==> src/rtl/btn_toggle_pulser_if.sv <==
// Button-side signal bundle for btn_toggle_pulser: raw button in, conditioned pulse/level out.
interface btn_toggle_pulser_if;
    logic btn_in;
    logic t_pulse;
    logic btn_level;
    logic repeating;

    modport master (output btn_in, input t_pulse, input btn_level, input repeating);
    modport slave  (input btn_in, output t_pulse, output btn_level, output repeating);
endinterface

==> src/rtl/btn_toggle_pulser.sv <==
// Raw push-button -> synchronizer -> debounce FSM -> one-cycle toggle pulse,
// with optional auto-repeat while the button stays held.
module btn_toggle_pulser #(
    parameter int unsigned SYNC_STAGES     = 2,
    parameter int unsigned DEBOUNCE_CYCLES = 4,
    parameter int unsigned REPEAT_EN       = 1,
    parameter int unsigned REPEAT_DELAY    = 16,
    parameter int unsigned REPEAT_PERIOD   = 8
) (
    input  logic                 clk,
    input  logic                 reset,
    btn_toggle_pulser_if.slave   bus
);

    localparam int unsigned DW   = $clog2(DEBOUNCE_CYCLES + 1);
    localparam int unsigned RMAX = (REPEAT_DELAY > REPEAT_PERIOD) ? REPEAT_DELAY : REPEAT_PERIOD;
    localparam int unsigned RW   = $clog2(RMAX + 1);
    localparam logic [DW-1:0] DB_LAST     = DW'(DEBOUNCE_CYCLES - 1);
    localparam logic [RW-1:0] DELAY_LAST  = RW'(REPEAT_DELAY - 1);
    localparam logic [RW-1:0] PERIOD_LAST = RW'(REPEAT_PERIOD - 1);

    typedef enum logic [1:0] {IDLE, DB_PRESS, HELD, DB_RELEASE} state_e;

    state_e                 state_q, state_d;
    logic [SYNC_STAGES-1:0] sync_q;
    logic [DW-1:0]          dcnt_q, dcnt_d;
    logic [RW-1:0]          rcnt_q, rcnt_d;
    logic                   t_pulse_q, t_pulse_d;
    logic                   btn_level_q, btn_level_d;
    logic                   repeating_q, repeating_d;
    logic                   btn_sync;
    logic                   rpt_hit;

    assign btn_sync = sync_q[SYNC_STAGES-1];
    // rcnt is reloaded to 0 on every hit, so it never exceeds the active limit
    assign rpt_hit  = (REPEAT_EN != 0) && (rcnt_q == (repeating_q ? PERIOD_LAST : DELAY_LAST));

    assign bus.t_pulse   = t_pulse_q;
    assign bus.btn_level = btn_level_q;
    assign bus.repeating = repeating_q;

    always_ff @(posedge clk or posedge reset) begin
        if (reset) begin
            state_q     <= IDLE;
            sync_q      <= '0;
            dcnt_q      <= '0;
            rcnt_q      <= '0;
            t_pulse_q   <= 1'b0;
            btn_level_q <= 1'b0;
            repeating_q <= 1'b0;
        end else begin
            state_q     <= state_d;
            sync_q      <= {sync_q[SYNC_STAGES-2:0], bus.btn_in};
            dcnt_q      <= dcnt_d;
            rcnt_q      <= rcnt_d;
            t_pulse_q   <= t_pulse_d;
            btn_level_q <= btn_level_d;
            repeating_q <= repeating_d;
        end
    end

    always_comb begin
        state_d = state_q;
        unique case (state_q)
            IDLE:       if (btn_sync) state_d = (DEBOUNCE_CYCLES == 1) ? HELD : DB_PRESS;
            DB_PRESS:   if (!btn_sync) state_d = IDLE;
                        else if (dcnt_q == DB_LAST) state_d = HELD;
            HELD:       if (!btn_sync) state_d = (DEBOUNCE_CYCLES == 1) ? IDLE : DB_RELEASE;
            DB_RELEASE: if (btn_sync) state_d = HELD;
                        else if (dcnt_q == DB_LAST) state_d = IDLE;
            default:    state_d = IDLE;
        endcase
    end

    always_comb begin
        dcnt_d      = dcnt_q;
        rcnt_d      = rcnt_q;
        t_pulse_d   = 1'b0;
        btn_level_d = btn_level_q;
        repeating_d = repeating_q;
        unique case (state_q)
            IDLE: begin
                dcnt_d = '0;
                if (btn_sync) begin
                    if (DEBOUNCE_CYCLES == 1) begin
                        t_pulse_d   = 1'b1;
                        btn_level_d = 1'b1;
                        rcnt_d      = '0;
                    end else begin
                        dcnt_d = DW'(1);
                    end
                end
            end
            DB_PRESS: begin
                if (!btn_sync) begin
                    dcnt_d = '0;
                end else if (dcnt_q == DB_LAST) begin
                    t_pulse_d   = 1'b1;
                    btn_level_d = 1'b1;
                    rcnt_d      = '0;
                    dcnt_d      = '0;
                end else begin
                    dcnt_d = dcnt_q + DW'(1);
                end
            end
            HELD: begin
                if (!btn_sync) begin
                    if (DEBOUNCE_CYCLES == 1) begin
                        btn_level_d = 1'b0;
                        repeating_d = 1'b0;
                        dcnt_d      = '0;
                    end else begin
                        dcnt_d = DW'(1);
                    end
                end else if (REPEAT_EN != 0) begin
                    if (rpt_hit) begin
                        t_pulse_d   = 1'b1;
                        repeating_d = 1'b1;
                        rcnt_d      = '0;
                    end else begin
                        rcnt_d = rcnt_q + RW'(1);
                    end
                end
            end
            DB_RELEASE: begin
                // rcnt is frozen here; a bounce back to HELD restarts the repeat schedule
                if (btn_sync) begin
                    rcnt_d      = '0;
                    repeating_d = 1'b0;
                    dcnt_d      = '0;
                end else if (dcnt_q == DB_LAST) begin
                    btn_level_d = 1'b0;
                    repeating_d = 1'b0;
                    dcnt_d      = '0;
                end else begin
                    dcnt_d = dcnt_q + DW'(1);
                end
            end
            default: begin
                dcnt_d = '0;
                rcnt_d = '0;
            end
        endcase
    end

endmodule

==> src/flat_wrapper.sv <==
// flat-port wrapper written by rule: the top's interface ports become plain ports
module btn_toggle_pulser_flat 
#(
    parameter int unsigned SYNC_STAGES     = 2,
    parameter int unsigned DEBOUNCE_CYCLES = 4,
    parameter int unsigned REPEAT_EN       = 1,
    parameter int unsigned REPEAT_DELAY    = 16,
    parameter int unsigned REPEAT_PERIOD   = 8
)
  (clk, reset, bus_btn_in, bus_t_pulse, bus_btn_level, bus_repeating);
  btn_toggle_pulser_if bus_i ();
  input  logic clk;
  input  logic reset;
  input wire logic [$bits(bus_i.btn_in)-1:0] bus_btn_in;
  output wire logic [$bits(bus_i.t_pulse)-1:0] bus_t_pulse;
  output wire logic [$bits(bus_i.btn_level)-1:0] bus_btn_level;
  output wire logic [$bits(bus_i.repeating)-1:0] bus_repeating;
  assign bus_i.btn_in = bus_btn_in;
  assign bus_t_pulse = bus_i.t_pulse;
  assign bus_btn_level = bus_i.btn_level;
  assign bus_repeating = bus_i.repeating;
  btn_toggle_pulser #(.SYNC_STAGES(SYNC_STAGES), .DEBOUNCE_CYCLES(DEBOUNCE_CYCLES), .REPEAT_EN(REPEAT_EN), .REPEAT_DELAY(REPEAT_DELAY), .REPEAT_PERIOD(REPEAT_PERIOD)) u_core (.clk(clk), .reset(reset), .bus(bus_i));
endmodule
==> config.mk <==
export PLATFORM = sky130hd
export DESIGN_NAME = btn_toggle_pulser_flat
export DESIGN_NICKNAME = d
export VERILOG_FILES = /design/src/rtl/btn_toggle_pulser_if.sv /design/src/rtl/btn_toggle_pulser.sv /design/src/flat_wrapper.sv
export SDC_FILE = /design/constraint.sdc
export NUM_CORES = 1
export LEC_CHECK = 0
export CAP_MARGIN = 25
export CORE_MARGIN = 2
export CORE_UTILIZATION = 58
export DETAILED_ROUTE_END_ITERATION = 8
export PLACE_DENSITY = 0.75
export RECOVER_POWER = 25
export SLEW_MARGIN = 20
export SYNTH_ARGS = -nofsm -noshare
export SYNTH_HDL_FRONTEND = slang
export SYNTH_SLANG_ARGS = --single-unit
==> constraint.sdc <==
create_clock -name clk -period 2.99 [get_ports clk]
set_input_delay 0.299 -clock clk [delete_from_list [all_inputs] [get_ports clk]]
set_output_delay 0.299 -clock clk [all_outputs]
set_load 0.02 [all_outputs]
Word-level counts from Yosys, hierarchy flattened:

Cells that the tools add are included.
Widths: inputs -> output; s select.

* register bits: 15
* logic and storage cells: 67
* output and inout bits: 3
* bits of input ports: 3

* reductions and logical operators: 8
* equal/unequal tests: 16
* add/sub/neg operators: 2
* mux-type cells: 34

Operators with widths (number)
* $mux 5: 5
* $pmux 5 s3: 1
* $ne 2x1->1 const B: 7
* $mux 1: 12
* $mux 2: 6
* $mux 3: 4
* $pmux 3 s4: 1
* $reduce_and 5->1: 2
* $pmux 2 s4: 1
* $reduce_and 4->1: 2
* $pmux 1 s2: 3
* $add 5x1->5 const B: 1
* $eq 5x5->1: 1
* $eq 2x2->1 const B: 2
* $mux 4: 1
* $ne 2x2->1 const B: 2
* $reduce_bool 2->1: 2
* $add 3x1->3 const B: 1
* $eq 3x2->1 const B: 1
* $ne 3x1->1 const B: 1
* $ne 3x3->1 const B: 1
* $reduce_bool 3->1: 1
* $eq 2x1->1 const B: 1
* $logic_not 2->1: 1

Logic depth before layout (Yosys ltp):

* depth after elaboration: 5
* mapped depth: 7
* depth with buffers taken out: 6

Worst setup path after synthesis:

Ideal clock, no wire load.

* kind: register -> register
* start point: register u_core.state_q[0]
* end point: register u_core.rcnt_q[3]
* stages on the path, launching flop included: 7
* library setup time: 121 ps
* data arrival time: 1769 ps
* setup slack: 1100 ps
* path buffers: 0
* cells stage by stage: dfrtp_1 -> inv_1 -> ha_1 -> or2_1 -> a221o_2 -> a21o_1 -> a22o_1

* longest elaborated chain between the ends: 3
* elaborated cells on any way between the ends: 10
* classes of those cells: 7 x eq/ne; 1 x mux; 2 x reduce/logical

RTL lines
* from (decl): RTL line btn_toggle_pulser.sv:24 `state_e state_q, state_d;`
* from (signal assigned): RTL line btn_toggle_pulser.sv:52 `state_q <= state_d;`
* $eq 2x2->1 / $eq 2x1->1 (equally long branches): RTL line btn_toggle_pulser.sv:81 `unique case (state_q)`
* $ne 2x1->1 (no line) / $reduce_bool 3->1 (equally long branches)
* $reduce_and 5->1 (no line)
* to (signal assigned): RTL line btn_toggle_pulser.sv:55 `rcnt_q <= rcnt_d;`
* to (decl): RTL line btn_toggle_pulser.sv:27 `logic [RW-1:0] rcnt_q, rcnt_d;`

Parallel ways exist; a longest one is shown, timed or not.
A chain may end at the register's enable or synchronous reset.

Worst setup path after layout:

Ends and elaborated chain as after synthesis.

==> results.toml <==
[sta]
max_freq_mhz = 457
finalMaxSlewViolations = 0
tightest_slew_ps = 533
finalHoldViolations = 0
slew_headroom_pct = 64.4
period_share_pct = 73.2
timing.final.ws_setup_ps = 801
rsz0062_at_grt = "no"
setup_violations = 0
tns_ps = 0
finalCriticalPeriod_ps = 2190
finalClockSkew_ps = 2.96

[yosys]
synth_cells = 90
ys_seq_area_share_pct = 43.2
synth_area_um2 = 870
synth.avg_cell_area_um2 = 9.66
synth_nets = 100
synth-seq-cells = 15
synth_warnings = 0
synth_cell_types = 36

[cells_and_area]
num_antenna_cells = 0
final_cell_mix = "dfrtp_1 (15), nand2_1 (7), ha_1 (7)"
fin_area_um2 = 957
syn2layout_area_growth_pct = 10.1
nNetsFinal = 108
drive_above_1_share_pct = 8.25
final_common_cell = "dfrtp_1"

[clocking]
clock_latency_ps = 280
cts-root-buf = "clkbuf_4"
cts.sinks = 15
cts_hold_buf = 0
cts_tree = "done"
ctsResizeCount = 0
cts_made_buffers = 3
path_clk_slew_ps = 90
post_cts_buffers = 0
cts_buffer_depth = 2
h-tree-depth = 1

[power_and_ir_drop]
power_density_nw_per_um2 = 830
pwr-share-comb_pct = 50.3
p_leak_nw = 0.443
clkPwrFrac_pct = 14.5
p_int_mw = 0.466
peakVddDrop_uv = 502
p_sw_mw = 0.329
swShare_pct = 41.4
seqPwrFrac_pct = 35.2

[place]
port_buffers = 5
place_congestion = 0.847
place_ws_ps = 825
placed_cell_area_um2 = 930
dpl.hpwl_um = 1110

[setup_path]
critical_path_class = "reg -> reg"
crit_path_max_fanout = 14
worstPathRequired_ps = 3170
critPathCaptureType = "flop"
slowest_stage = "dfrtp_1"
r2r_cells = 6
path_cells = "inv_1, ha_1, or2_1, a221o_2, a21o_1, a22o_1"
slowest_delay_ps = 460
start_kind = "flop"
cp_num_cells = 6
arrival_ps = 2370
path_buf_inv = 1
cp_top_family = "compound AO/OA/AOI/OAI gates"

[floorplan]
die_w_um = 42.7
initial_utilization_pct = 64.4
rows = 13
fp.dieH_um = 42.7
io_pins = 6
dieArea_um2 = 1830
core_area_um2 = 1350

[drt]
antenna_left = 0
drc = 0
wirelength_um = 1480
drtIter0Drc = 17
dr.pass1.iters = 4
via_count = 654
wl_per_cell_um = 13.2
routed_via_density = 5.84

[outcome]
status = "complete, no violations"

[global_route]
grt_pass1_wl_um = 2620
grt_pass1_vias = 654
antenna_found_initial = 0
grt_overflow = 0
grt_max_degree = 16
track_usage_pct = 18.8

[min_path]
hold_path.class = "reg -> reg"
hold_path_depth = 0

[flow_run]
maxCapViolCount = 0
## worst paths after layout
kind,end,slack [ps],start
worst max register to register,u_core.rcnt_q[3],800,u_core.state_q[0]
worst min register to register,u_core.sync_q[1],360,u_core.sync_q[0]
worst max-delay path,u_core.rcnt_q[3],800,u_core.state_q[0]
worst min-delay path,u_core.sync_q[1],360,u_core.sync_q[0]
min in group asynchronous,u_core.dcnt_q[1],480,reset
max in group asynchronous,u_core.bus.btn_level,2150,reset
## synth_stat cells
library cell / instances / area share (%)
dfrtp_1: 15 / 43
ha_1: 7 / 10
nand2_1: 7 / 3.0
a21oi_1: 6 / 3.5
inv_1: 5 / 2.2
nor2_1: 5 / 2.2
nand3_1: 4 / 2.3
nor3_1: 4 / 2.3
o21ai_1: 4 / 2.3
nor2b_1: 3 / 2.2
o21ai_0: 3 / 1.7
nor3b_1: 2 / 1.7
o21bai_1: 2 / 1.7
a21bo_1: 1 / 1.2
a21boi_0: 1 / 0.86
a21o_1: 1 / 0.86
a221o_2: 1 / 1.3
a221oi_1: 1 / 1.0
a22o_1: 1 / 1.0
a22o_2: 1 / 1.2
a311oi_1: 1 / 1.0
a31oi_1: 1 / 0.72
and2_1: 1 / 0.72
buf_2: 1 / 0.57
clkbuf_1: 1 / 0.43
mux2i_1: 1 / 1.2
nand2b_1: 1 / 0.72
nand2b_4: 1 / 1.6
nand3b_1: 1 / 0.86
o31a_1: 1 / 1.0
o31ai_1: 1 / 0.86
o31ai_2: 1 / 1.4
or2_1: 1 / 0.72
or2b_1: 1 / 0.86
or3_1: 1 / 0.72
xnor2_1: 1 / 1.0
## power groups by stage
stage               Combinational (mW)  Clock, mW  Sequential (mW)
global placement                 0.389          0            0.282
CTS                              0.400      0.118            0.281
detailed placement               0.397          0            0.285
floorplan                        0.329          0            0.277
finish                           0.399      0.115            0.280
global route                     0.455      0.124            0.289
## flip-flops by register name, indices dropped and copies added (netlist names), named ones only
register              cells
u_core.sync_q             2
u_core.bus.t_pulse        1
u_core.state_q            1
u_core.bus.repeating      1
u_core.bus.btn_level      1
u_core.rcnt_q             5
u_core.dcnt_q             3
## through the flow
step           total power, mW  cells  hold slack (ps)  util, %
2_1_floorplan            0.606     90              200        -
3_3_place_gp             0.670    108              335     68.9
3_5_place_dp             0.682    108              341     68.9
4_1_cts                  0.799    112              360     70.9
5_1_grt                  0.868    112              376     70.9
6_report                 0.794    112              360     70.9
## cell type report
cell class / count / area (µm²)
sequential: 15 / 375
multi-input combinational: 68 / 467
clock inverter: 1 / 5.00
timing repair buffer: 5 / 50.0
fill: 101 / 393
inverter: 5 / 18.8
tap: 15 / 18.8
clock buffer: 3 / 22.5
## cells by family (layout without fill, tap and decap cells)
family	Yosys count	in the layout	synth area share [%]
buf+inv	7	14	3.16
xor+xnor	1	1	1.01
mux	1	1	1.15
compound gates	27	27	21.6
fa+ha+maj	7	7	10.1
simple gates	32	32	19.9
flops	15	15	43.2
## layer usage
| layer | part of all wire [%] | vias up | global-route usage, % |
|---|---|---|---|
| li1 | - | 334 | - |
| met1 | 50 | 302 | 25.6 |
| met2 | 45 | 16 | 29.7 |
| met3 | 4.5 | 2 | 2.55 |
| met4 | 0.27 | 0 | 8.13 |
| met5 | 0 | - | 0 |
(Power assumes the default switching activity.)
